==> src/rtl/thread_fetch_scheduler_pkg.sv <==
// Shared types and configuration for the multi-threaded fetch scheduler.
package thread_pkg;

  // Core configuration record; the scheduler takes its thread count from here.
  typedef struct packed {
    int unsigned NUM_THREADS;
  } cva6_cfg_t;

  localparam cva6_cfg_t cva6_cfg = '{NUM_THREADS: 32'd2};

  // Thread-ID width; a single thread still needs one bit of ID.
  function automatic int unsigned calc_tid_w(input int unsigned n);
    return (n > 1) ? $clog2(n) : 1;
  endfunction

  localparam int unsigned CFG_TID_W = calc_tid_w(cva6_cfg.NUM_THREADS);

  typedef logic [CFG_TID_W-1:0] tid_t;

  typedef enum logic [1:0] {
    IDLE,
    RUN,
    SWITCH
  } state_t;

endpackage

==> src/rtl/thread_fetch_scheduler_if.sv <==
// Fetch-slot bus between the thread scheduler and the fetch frontend.
interface thread_fetch_scheduler_if
  import thread_pkg::*;
#(
  parameter int unsigned NUM_THREADS = cva6_cfg.NUM_THREADS
);
  localparam int unsigned TID_W = calc_tid_w(NUM_THREADS);

  logic [NUM_THREADS-1:0] thread_active_i;
  logic [NUM_THREADS-1:0] thread_stall_i;
  logic                   fetch_ready_i;
  logic                   fetch_valid_o;
  logic [TID_W-1:0]       fetch_tid_o;
  logic                   switch_o;

  modport master (
    input  thread_active_i,
    input  thread_stall_i,
    input  fetch_ready_i,
    output fetch_valid_o,
    output fetch_tid_o,
    output switch_o
  );

  modport slave (
    output thread_active_i,
    output thread_stall_i,
    output fetch_ready_i,
    input  fetch_valid_o,
    input  fetch_tid_o,
    input  switch_o
  );

endinterface

==> src/rtl/thread_fetch_scheduler_rr_pick.sv <==
// Combinational round-robin search: first eligible thread at or after start,
// wrapping, optionally skipping one thread (the one currently running).
module thread_rr_pick #(
  parameter int unsigned NUM_THREADS = 2,
  parameter int unsigned TID_W       = 1
) (
  input  logic [NUM_THREADS-1:0] eligible,
  input  logic [TID_W-1:0]       start,
  input  logic                   excl_en,
  input  logic [TID_W-1:0]       excl_tid,
  output logic                   found,
  output logic [TID_W-1:0]       tid
);

  localparam logic [TID_W-1:0] LAST_TID = TID_W'(NUM_THREADS - 1);

  logic [NUM_THREADS-1:0] cand;
  logic [NUM_THREADS-1:0] rot;
  logic [TID_W-1:0]       idx;

  // Rotate candidates so bit 0 is the start thread, then take the first set bit.
  always_comb begin
    cand  = eligible & ~(excl_en ? (NUM_THREADS'(1) << excl_tid) : '0);
    rot   = NUM_THREADS'({cand, cand} >> start);
    idx   = start;
    found = 1'b0;
    tid   = '0;
    for (int i = 0; i < NUM_THREADS; i++) begin
      if (!found && rot[0]) begin
        found = 1'b1;
        tid   = idx;
      end
      rot = rot >> 1;
      idx = (idx == LAST_TID) ? '0 : idx + TID_W'(1);
    end
  end

endmodule

==> src/rtl/thread_fetch_scheduler.sv <==
// Time-slices the fetch frontend between hardware threads: a thread keeps the
// slot for QUANTUM accepted fetches, then yields round-robin via a one-cycle
// bubble. Stalled or disabled threads give up the slot immediately.
module thread_fetch_scheduler
  import thread_pkg::*;
#(
  parameter int unsigned NUM_THREADS = cva6_cfg.NUM_THREADS,
  parameter int unsigned QUANTUM     = 4
) (
  input logic                       clk_i,
  input logic                       rst_i,
  thread_fetch_scheduler_if.master  bus
);

  localparam int unsigned      TID_W    = calc_tid_w(NUM_THREADS);
  localparam logic [TID_W-1:0] LAST_TID = TID_W'(NUM_THREADS - 1);
  localparam logic [7:0]       Q_LAST   = 8'(QUANTUM - 1);

  state_t                 state, state_n;
  logic [TID_W-1:0]       cur_tid, cur_tid_n;
  logic [TID_W-1:0]       rr_ptr, rr_ptr_n;
  logic [7:0]             cnt, cnt_n;
  logic                   switch_q;

  logic [NUM_THREADS-1:0] elig;
  logic                   cur_elig;
  logic                   pick_excl;
  logic                   pick_found;
  logic [TID_W-1:0]       pick_tid;
  logic                   fetch_valid;
  logic                   handshake;

  function automatic logic [TID_W-1:0] ptr_after(input logic [TID_W-1:0] t);
    return (t == LAST_TID) ? '0 : t + TID_W'(1);
  endfunction

  assign elig      = bus.thread_active_i & ~bus.thread_stall_i;
  assign cur_elig  = |(elig & (NUM_THREADS'(1) << cur_tid));
  assign pick_excl = (state == RUN);

  thread_rr_pick #(
    .NUM_THREADS (NUM_THREADS),
    .TID_W       (TID_W)
  ) u_pick (
    .eligible (elig),
    .start    (rr_ptr),
    .excl_en  (pick_excl),
    .excl_tid (cur_tid),
    .found    (pick_found),
    .tid      (pick_tid)
  );

  // Scheduler state; reset aborts any run or switch in progress.
  always_ff @(posedge clk_i or posedge rst_i) begin
    if (rst_i) begin
      state    <= IDLE;
      cur_tid  <= '0;
      rr_ptr   <= '0;
      cnt      <= '0;
      switch_q <= 1'b0;
    end else begin
      state    <= state_n;
      cur_tid  <= cur_tid_n;
      rr_ptr   <= rr_ptr_n;
      cnt      <= cnt_n;
      switch_q <= (cur_tid_n != cur_tid);
    end
  end

  // Next-state, thread selection and quantum accounting.
  always_comb begin
    state_n     = state;
    cur_tid_n   = cur_tid;
    rr_ptr_n    = rr_ptr;
    cnt_n       = cnt;
    fetch_valid = 1'b0;
    handshake   = 1'b0;
    unique case (state)
      IDLE: begin
        if (pick_found) begin
          cur_tid_n = pick_tid;
          rr_ptr_n  = ptr_after(pick_tid);
          cnt_n     = '0;
          state_n   = RUN;
        end
      end
      RUN: begin
        fetch_valid = cur_elig;
        handshake   = cur_elig && bus.fetch_ready_i;
        if (!cur_elig) begin
          // Losing eligibility outranks quantum expiry.
          if (pick_found) begin
            cur_tid_n = pick_tid;
            rr_ptr_n  = ptr_after(pick_tid);
            cnt_n     = '0;
            state_n   = SWITCH;
          end else begin
            state_n = IDLE;
          end
        end else if (handshake) begin
          if (cnt == Q_LAST) begin
            cnt_n = '0;
            if (pick_found) begin
              cur_tid_n = pick_tid;
              rr_ptr_n  = ptr_after(pick_tid);
              state_n   = SWITCH;
            end
          end else begin
            cnt_n = cnt + 8'd1;
          end
        end
      end
      SWITCH: begin
        cnt_n   = '0;
        state_n = RUN;
      end
      default: begin
        state_n = IDLE;
      end
    endcase
  end

  assign bus.fetch_valid_o = fetch_valid;
  assign bus.fetch_tid_o   = cur_tid;
  assign bus.switch_o      = switch_q;

endmodule
==> src/flat_wrapper.sv <==
// flat-port wrapper written by rule: the top's interface ports become plain ports
module thread_fetch_scheduler_flat import thread_pkg::*;
#(
  parameter int unsigned NUM_THREADS = cva6_cfg.NUM_THREADS,
  parameter int unsigned QUANTUM     = 4
)
  (clk_i, rst_i, bus_thread_active_i, bus_thread_stall_i, bus_fetch_ready_i, bus_fetch_valid_o, bus_fetch_tid_o, bus_switch_o);
  thread_fetch_scheduler_if #(.NUM_THREADS(NUM_THREADS)) bus_i ();
  input logic clk_i;
  input logic rst_i;
  input wire logic [$bits(bus_i.thread_active_i)-1:0] bus_thread_active_i;
  input wire logic [$bits(bus_i.thread_stall_i)-1:0] bus_thread_stall_i;
  input wire logic [$bits(bus_i.fetch_ready_i)-1:0] bus_fetch_ready_i;
  output wire logic [$bits(bus_i.fetch_valid_o)-1:0] bus_fetch_valid_o;
  output wire logic [$bits(bus_i.fetch_tid_o)-1:0] bus_fetch_tid_o;
  output wire logic [$bits(bus_i.switch_o)-1:0] bus_switch_o;
  assign bus_i.thread_active_i = bus_thread_active_i;
  assign bus_i.thread_stall_i = bus_thread_stall_i;
  assign bus_i.fetch_ready_i = bus_fetch_ready_i;
  assign bus_fetch_valid_o = bus_i.fetch_valid_o;
  assign bus_fetch_tid_o = bus_i.fetch_tid_o;
  assign bus_switch_o = bus_i.switch_o;
  thread_fetch_scheduler #(.NUM_THREADS(NUM_THREADS), .QUANTUM(QUANTUM)) u_core (.clk_i(clk_i), .rst_i(rst_i), .bus(bus_i));
endmodule
==> config.mk <==
export PLATFORM = sky130hd
export DESIGN_NAME = thread_fetch_scheduler_flat
export DESIGN_NICKNAME = d
export VERILOG_FILES = /design/src/rtl/thread_fetch_scheduler_pkg.sv /design/src/rtl/thread_fetch_scheduler_if.sv /design/src/rtl/thread_fetch_scheduler_rr_pick.sv /design/src/rtl/thread_fetch_scheduler.sv /design/src/flat_wrapper.sv
export SDC_FILE = /design/constraint.sdc
export NUM_CORES = 1
export LEC_CHECK = 0
export BUFFER_PORTS_ARGS = -buffer_cell sky130_fd_sc_hd__buf_4
export CAP_MARGIN = 20
export CORE_MARGIN = 1.5
export CORE_UTILIZATION = 63
export DETAILED_ROUTE_END_ITERATION = 8
export PLACE_DENSITY = 0.84
export SYNTH_ARGS = -nofsm -noshare
export SYNTH_HDL_FRONTEND = slang
export SYNTH_SLANG_ARGS = --single-unit
==> constraint.sdc <==
create_clock -name clk_i -period 4 [get_ports clk_i]
set_clock_uncertainty 0.05 [all_clocks]
set_input_delay 0.2 -clock clk_i [delete_from_list [all_inputs] [get_ports clk_i]]
set_output_delay 0.2 -clock clk_i [all_outputs]
set_load 0.01 [all_outputs]
==> results of run 1 <==
-- area by class of cell --
type	instances	share of cell area (%)
inverters	6	1.86
repair buffers	10	6.40
multi-input cells	103	60.1
flip-flops and latches	13	26.9
clock buffers	4	2.17
well taps	25	2.58
-- cell families (layout without fill, tap and decap cells) --
group / after synthesis / in the layout / synth area share (%)
flip-flops: 13 / 13 / 29.0
multiplexers: 3 / 3 / 2.79
buffers and inverters: 14 / 20 / 6.13
AO/OA/AOI/OAI: 46 / 46 / 28.7
adder cells (fa/ha/maj): 5 / 5 / 5.57
AND/OR/NAND/NOR: 49 / 49 / 27.9
-- cells in the mapped netlist, types with 2 or more instances --
cell,instances,area share (%)
o21a_1,3,2.0
nand4_1,2,1.1
nand3_1,3,1.3
nand3b_1,2,1.3
nor3_1,6,2.7
buf_2,4,1.8
nand2b_1,4,2.2
clkbuf_1,2,0.67
and3_1,5,2.8
o22a_1,2,1.6
dfrtp_1,13,29
and3b_1,2,1.6
ha_1,5,5.6
a311oi_1,2,1.6
a21o_1,3,2.0
o21ai_1,4,1.8
mux2i_1,2,1.8
o21ai_0,4,1.8
a31oi_1,5,2.8
nor2_1,8,2.7
a21oi_1,8,3.6
a41oi_1,2,1.6
nand2_1,6,2.0
o211ai_1,2,1.3
o31ai_1,2,1.3
inv_1,6,2.0
nor2b_1,2,1.1
-- power breakdown --
| group | total (mW) | switching, mW | internal [mW] | leakage, nW |
|---|---|---|---|---|
| combinational | 0.400 | 0.233 | 0.167 | 0.340 |
| clock | 0.0852 | 0.0465 | 0.0387 | 0.0150 |
| sequential | 0.199 | 0.0413 | 0.158 | 0.171 |
| total | 0.684 | 0.321 | 0.364 | 0.526 |
-- layer usage --
metal  part of all wire (%)  up-vias  GRT usage, %
met4                    2.1        0          11.2
met5                      0        -             0
met2                     46       50          43.1
met1                     48      506          38.4
met3                    4.7        6          4.80
li1                       -      507             -
-- sequential cells by signal, indices dropped and copies added (netlist names) --
register	flops
u_core.rr_ptr	1
u_core.bus.switch_o	1
u_core.cnt	8
u_core.bus.fetch_tid_o	1
u_core.state	2
-- through the flow --
stage / power (mW) / utilization, % / cell area (sq um)
floorplan: 0.507 / - / 1120
global placement: 0.577 / 68.8 / 1170
detailed placement: 0.590 / 68.8 / 1170
CTS: 0.675 / 70.9 / 1210
global route: 0.735 / 70.9 / 1210
finish: 0.684 / 70.9 / 1210
-- tightest hold or removal path, stage by stage --
cell and delay (ns):
buf_4 0.09, nor2b_1 0.12, nand3_1 0.12, o211ai_1 0.09
-- path summary, 6_finish.rpt --
kind	endpoint	slack (ns)	start	depth (start not counted)
setup / recovery	bus_fetch_valid_o	1.85	u_core.state[1]	5
hold / removal	u_core.bus.fetch_tid_o	0.33	bus_thread_stall_i[1]	4
setup reg to reg	u_core.cnt[0]	1.85	u_core.state[1]	7
hold reg to reg	u_core.cnt[7]	0.48	u_core.cnt[7]	1
max in group asynchronous	u_core.bus.fetch_tid_o	3.12	rst_i	3
min in group asynchronous	u_core.cnt[6]	0.45	rst_i	3
-- repair_timing --
action / 4_1_cts / 5_1_grt
gates resized for setup: 0 / 0
hold buffers: 1 / 0
endpoints found under the hold margin: 13 / 0
==> metrics.yaml, run 1 <==
place_ws_ns: 1.92
worstMarginPinSlew_ns: 0.609
dp_cells: 156
num_io_pins: 10
arrival_ns: 1.90
rows: 15
clk_pin_slew_ns: 0.08
setup_viol: 0
clk_latency_ns: 0.28
synth_ff_type: "dfrtp_1"
hold_class: "input port to flop"
critical_path.top_delay_family: "adder cells"
maxSlewViolCount: 0
path_cells: "inv_1 -> ha_1 -> nand2_1 -> o22ai_2 -> buf_4"
ys_async_sr_fraction_pct: 100
crit_buf_inv: 2
ys_seq_elements: 13
worstSetupPathType: "flop to primary output"
cts.sinks: 13
layout_commonest_cell: "dfrtp_1"
worst_setup_path_end_kind: "primary output"
num_vias: 1069
n_fill_cell: 130
p_leak_nw: 0.526
ir_worst_vdd_uv: 415
core_region_area_sq_um: 1710
postSynthAreaPerCell_sq_um: 8.63
ys_seq_area_share_pct: 29.0
netlist_area_sq_um: 1120
hold_viol: 0
cts_buffers: 3
die_w_um: 45.2
ctsRootBufferMaster: "clkbuf_4"
regArea_sq_um: 325
crit_path_top_delay_cell: "ha_1"
drive_gt1_share_pct: 16.2
ant_nets: 0
fin_cells: 161
synth.distinct_cells: 48
hpwl_mm: 1.89
cts_tree: "yes"
multiInputGateArea_sq_um: 728
synth_edf_count: 0
num_antenna_cells: 0
cts_htree_levels: 1
worstSetupStartpointType: "flop"
crit_required_ns: 3.75
grt_overflow: 0
grt_pass1_wl_mm: 4.16
dieArea_sq_um: 2040
drtIter0Drc: 47
fin_ws_ns: 1.85
min_period_ns: 2.15
yosysWarnings: 0
portBuffers: 9
run_status: "complete, no violations"
final.hold.worst_slack_ns: 0.332
clock_path_buffers: 2
cap_violations: 0
first_pass_iters: 4
fmax_mhz: 466
grt_max_degree: 18
start_util_pct: 65.7
fin_tns_setup_ns: 0
wire_per_inst_um: 15.8
grt_pass1_vias: 927
p_per_area_nw_per_um2: 565
wl_mm: 2.54
fin_nets: 149
grtUsageTotal_pct: 27.9
gp_congestion: 0.943
syn_inst: 130
crit_fanout: 17
fp.dieH_um: 45.2
synth_nets: 142
rsz0062_at_grt: "no"
cp_slowest_stage_delay_ns: 0.50
slew_headroom_pct: 59.3
drc: 0
via_per_inst: 6.64
antenna_found_initial: 0
syn_to_final_growth_pct: 7.92
mostFrequentLayoutCells: "dfrtp_1, buf_4, a21oi_1, nor2_1"
min_period_over_period_pct: 53.7
postCtsSetupBuffers: 0
Power figures use the tool's default switching activity.
==> inputs of run 2 (changes only) <==
--- a/config.mk
+++ b/config.mk
@@ -5,12 +5,13 @@
 export SDC_FILE = /design/constraint.sdc
 export NUM_CORES = 1
 export LEC_CHECK = 0
+export ABC_AREA = 1
 export BUFFER_PORTS_ARGS = -buffer_cell sky130_fd_sc_hd__buf_4
 export CAP_MARGIN = 20
 export CORE_MARGIN = 1.5
-export CORE_UTILIZATION = 63
+export CORE_UTILIZATION = 58
 export DETAILED_ROUTE_END_ITERATION = 8
-export PLACE_DENSITY = 0.84
+export PLACE_DENSITY = 0.78
 export SYNTH_ARGS = -nofsm -noshare
 export SYNTH_HDL_FRONTEND = slang
 export SYNTH_SLANG_ARGS = --single-unit
==> constraint.sdc (replaced) <==
create_clock -name clk_i -period 2.1 [get_ports clk_i]
set_clock_uncertainty 0.05 [all_clocks]
set_input_delay 0.105 -clock clk_i [delete_from_list [all_inputs] [get_ports clk_i]]
set_output_delay 0.105 -clock clk_i [all_outputs]
set_load 0.01 [all_outputs]
==> run 2 against run 1 <==
- routed wire length is 4.6% lower
- clock-buffer cell count unchanged
- synthesized cell count is 28% higher
- setup slack worse by 1.6 ns
- power is 98% higher
- largest power group unchanged
- critical endpoint is now u_core.cnt[7]
==> metrics.yaml, run 2 <==
run_status: "complete, no violations"
setup_viol: 0  # unchanged
fin_nets: 193  # +30%
maxSlewViolCount: 0  # unchanged
cp_slowest_stage_delay_ns: 0.41  # -0.09 ns
hold_class: "input port to flop"
via_per_inst: 5.27  # -21%
first_pass_iters: 4  # unchanged
fp.dieH_um: 46.6  # +3.1%
synth.distinct_cells: 21  # -56%
p_total_mw: 1.36  # +98%
cts_hold_buf: 1  # unchanged
cts_tree: "yes"
reg_top3: "u_core.cnt x8, u_core.state x2"
power.share.switching_pct: 50.0  # +3.1 points
cap_violations: 0  # unchanged
wire_per_inst_um: 11.8  # -25%
gp_congestion: 0.853  # -9.6%
p_leak_nw: 0.658  # +25%
syn_inst: 167  # +28%
ys_seq_elements: 13  # unchanged
cts_buffers: 3  # unchanged
p_per_area_nw_per_um2: 1110  # +96%
grt_overflow: 0  # unchanged
worst_setup_path_end_kind: "flop"
num_antenna_cells: 0  # unchanged
syn_to_final_growth_pct: 11.2
ant_nets: 0  # unchanged
start_util_pct: 62.5  # -3.2 points
postCtsSetupBuffers: 0  # unchanged
drive_gt1_share_pct: 14.4  # -1.7 points
drtIter0Drc: 49  # +4.3%
netlist_area_sq_um: 1100  # -1.8%
cts_htree_levels: 1  # unchanged
dieArea_sq_um: 2170  # +6.2%
combPwrFrac_pct: 60.4  # +1.9 points
synth_mux_area_share_pct: 0  # -2.8 points
crit_path_top_delay_cell: "dfrtp_1"
ys_seq_area_share_pct: 29.5  # +0.53 points
p_int_uw: 679  # +87%
crit_required_ns: 2.28  # -1.47 ns
synth_top_family_by_area: "simple AND/OR/NAND/NOR gates"
grt_max_degree: 14  # -4
worstMarginPinSlew_ns: 0.521  # -0.0878 ns
clk_latency_ns: 0.29  # about the same
clock_path_buffers: 2  # unchanged
core_region_area_sq_um: 1760  # +3.3%
layout_commonest_cell: "nand2_1"
p_sw_uw: 677  # +110%
rrSetupSlack_ns: 0.21  # -1.64 ns
mostFrequentLayoutCells: "nand2_1, inv_1, nand3_1, nor2_1, dfrtp_1"
ys_top_cells_by_count: "nand2_1, inv_1, nand3_1"
synth.most_common_cell: "nand2_1"
wl_mm: 2.42  # -4.6%
synth.top_cell.area_share_pct: 29.5  # +0.53 points
slew_headroom_pct: 65.2  # +5.9 points
yosysTopAreaCell: "dfrtp_1"
worstSetupPathType: "flop to flop"
fmax_mhz: 529
hold_viol: 0  # unchanged
clk_pin_slew_ns: 0.09  # about the same
synthSimpleGateAreaFrac_pct: 38.0  # +10 points
grtUsageTotal_pct: 26.0  # -1.9 points
min_period_over_period_pct: 90.1
cts.sinks: 13  # unchanged
fin_tns_setup_ns: 0  # unchanged
largest_register_ffs: 8  # unchanged
synth_nets: 179  # +26%
num_vias: 1080  # +1.0%
grt_pass1_vias: 913  # -1.5%
cts_resized: 0  # unchanged
num_io_pins: 10  # unchanged
n_fill_cell: 168  # +29%
path_cells: "inv_1 -> ha_1 -> nand2_1 -> nand3_1 -> nand2_1 -> o21ai_0 -> nand3_1 -> o21ai_1"
grt_pass1_wl_mm: 3.92  # -5.8%
top_register: "u_core.cnt"
min_period_ns: 1.89
synth_edf_count: 0  # unchanged
ys_async_sr_fraction_pct: 100  # unchanged
synth-xor-area-share_pct: 0  # unchanged
yosys.area_share.adder_pct: 5.68  # +0.10 points
pwr-share-seq_pct: 27.4  # -1.7 points
rsz0062_at_grt: "no"
synth-compound-area-share_pct: 14.3  # -14 points
arrival_ns: 2.07  # +0.17 ns
worstSetupStartpointType: "flop"
hpwl_mm: 1.83  # -3.2%
antenna_found_initial: 0  # unchanged
rows: 15  # unchanged
die_w_um: 46.6  # +3.1%
yosysWarnings: 0  # unchanged
drc: 0  # unchanged
ir_worst_vdd_uv: 701  # +69%
crit_fanout: 10  # -7
synth_area_leaders: "dfrtp_1, nand2_1, inv_1"
postSynthAreaPerCell_sq_um: 6.60  # -24%
p_clk_share_pct: 12.3  # about the same
portBuffers: 9  # unchanged
synth_ff_type: "dfrtp_1"
ctsRootBufferMaster: "clkbuf_4"
## run 2: cell count changes after synthesis, moves of 3 or more
cell and delta:
a31oi_1 -5, nand2b_1 -4, a21o_1 -3, nor3_1 -6
inv_1 +22, nor2_1 +6, o21ai_1 +4, nand2_1 +43
and3_1 -5, nand3_1 +13, buf_2 -4
## run 2: cell type report
| type | instances | area, sq um | area share [%] |
|---|---|---|---|
| inverter | 31 | 119 | 9.69 |
| clock buffer | 4 | 26.3 | 2.14 |
| tap | 25 | 31.3 | 2.55 |
| sequential | 13 | 325 | 26.5 |
| multi-input combinational | 121 | 639 | 52.1 |
| timing repair buffer | 11 | 85.1 | 6.94 |
## run 2: per-layer routing
layer | track usage, % | wire, um | vias up
met2 | 39.4 | 1180 | 42
met5 | 0 | 0 | -
met4 | 10.9 | 19 | 0
li1 | - | - | 555
met3 | 4.71 | 146 | 3
met1 | 36.0 | 1070 | 480
## run 2: critical path, delay by kind of cell, from the launching register on
family | cells | cell delay [ns]
adder cells (fa/ha/maj) | 1 | 0.39
AND/OR/NAND/NOR | 4 | 0.53
flip-flops | 1 | 0.41
buffers and inverters | 1 | 0.10
AO/OA/AOI/OAI | 2 | 0.34
## run 2: metrics by stage
step | std cells | hold slack [ns] | cell area, sq um | util (%) | setup WS (ns)
2_1_floorplan | 167 | -0.0680 | 1100 | - | 0.545
3_3_place_gp | 200 | 0.116 | 1190 | 67.4 | 0.326
3_5_place_dp | 200 | 0.120 | 1190 | 67.4 | 0.254
4_1_cts | 205 | 0.201 | 1230 | 69.5 | 0.227
5_1_grt | 205 | 0.239 | 1230 | 69.5 | 0.0151
6_report | 205 | 0.206 | 1230 | 69.5 | 0.208
## run 2: cells by family after synthesis
family,after synthesis
simple gates,88
buf+inv,33
compound gates,28
flops,13
fa+ha+maj,5
## run 2: path summary, 6_finish.rpt
kind	start	end	cells after the start
min in group asynchronous	rst_i	u_core.rr_ptr	3
setup reg to reg	u_core.state[1]	u_core.cnt[7]	8
hold / removal	bus_thread_stall_i[0]	u_core.rr_ptr	6
setup / recovery	u_core.state[1]	u_core.cnt[7]	8
hold reg to reg	u_core.rr_ptr	u_core.rr_ptr	2
max in group asynchronous	rst_i	u_core.cnt[5]	3
## run 2: power by group through the flow
stage	sequential, mW	clock [mW]	combinational (mW)
final	0.371	0.166	0.819
after global routing	0.378	0.180	0.932
after CTS	0.372	0.169	0.813
after detailed placement	0.377	0	0.809
after global placement	0.373	0	0.785
after floorplan	0.372	0	0.636
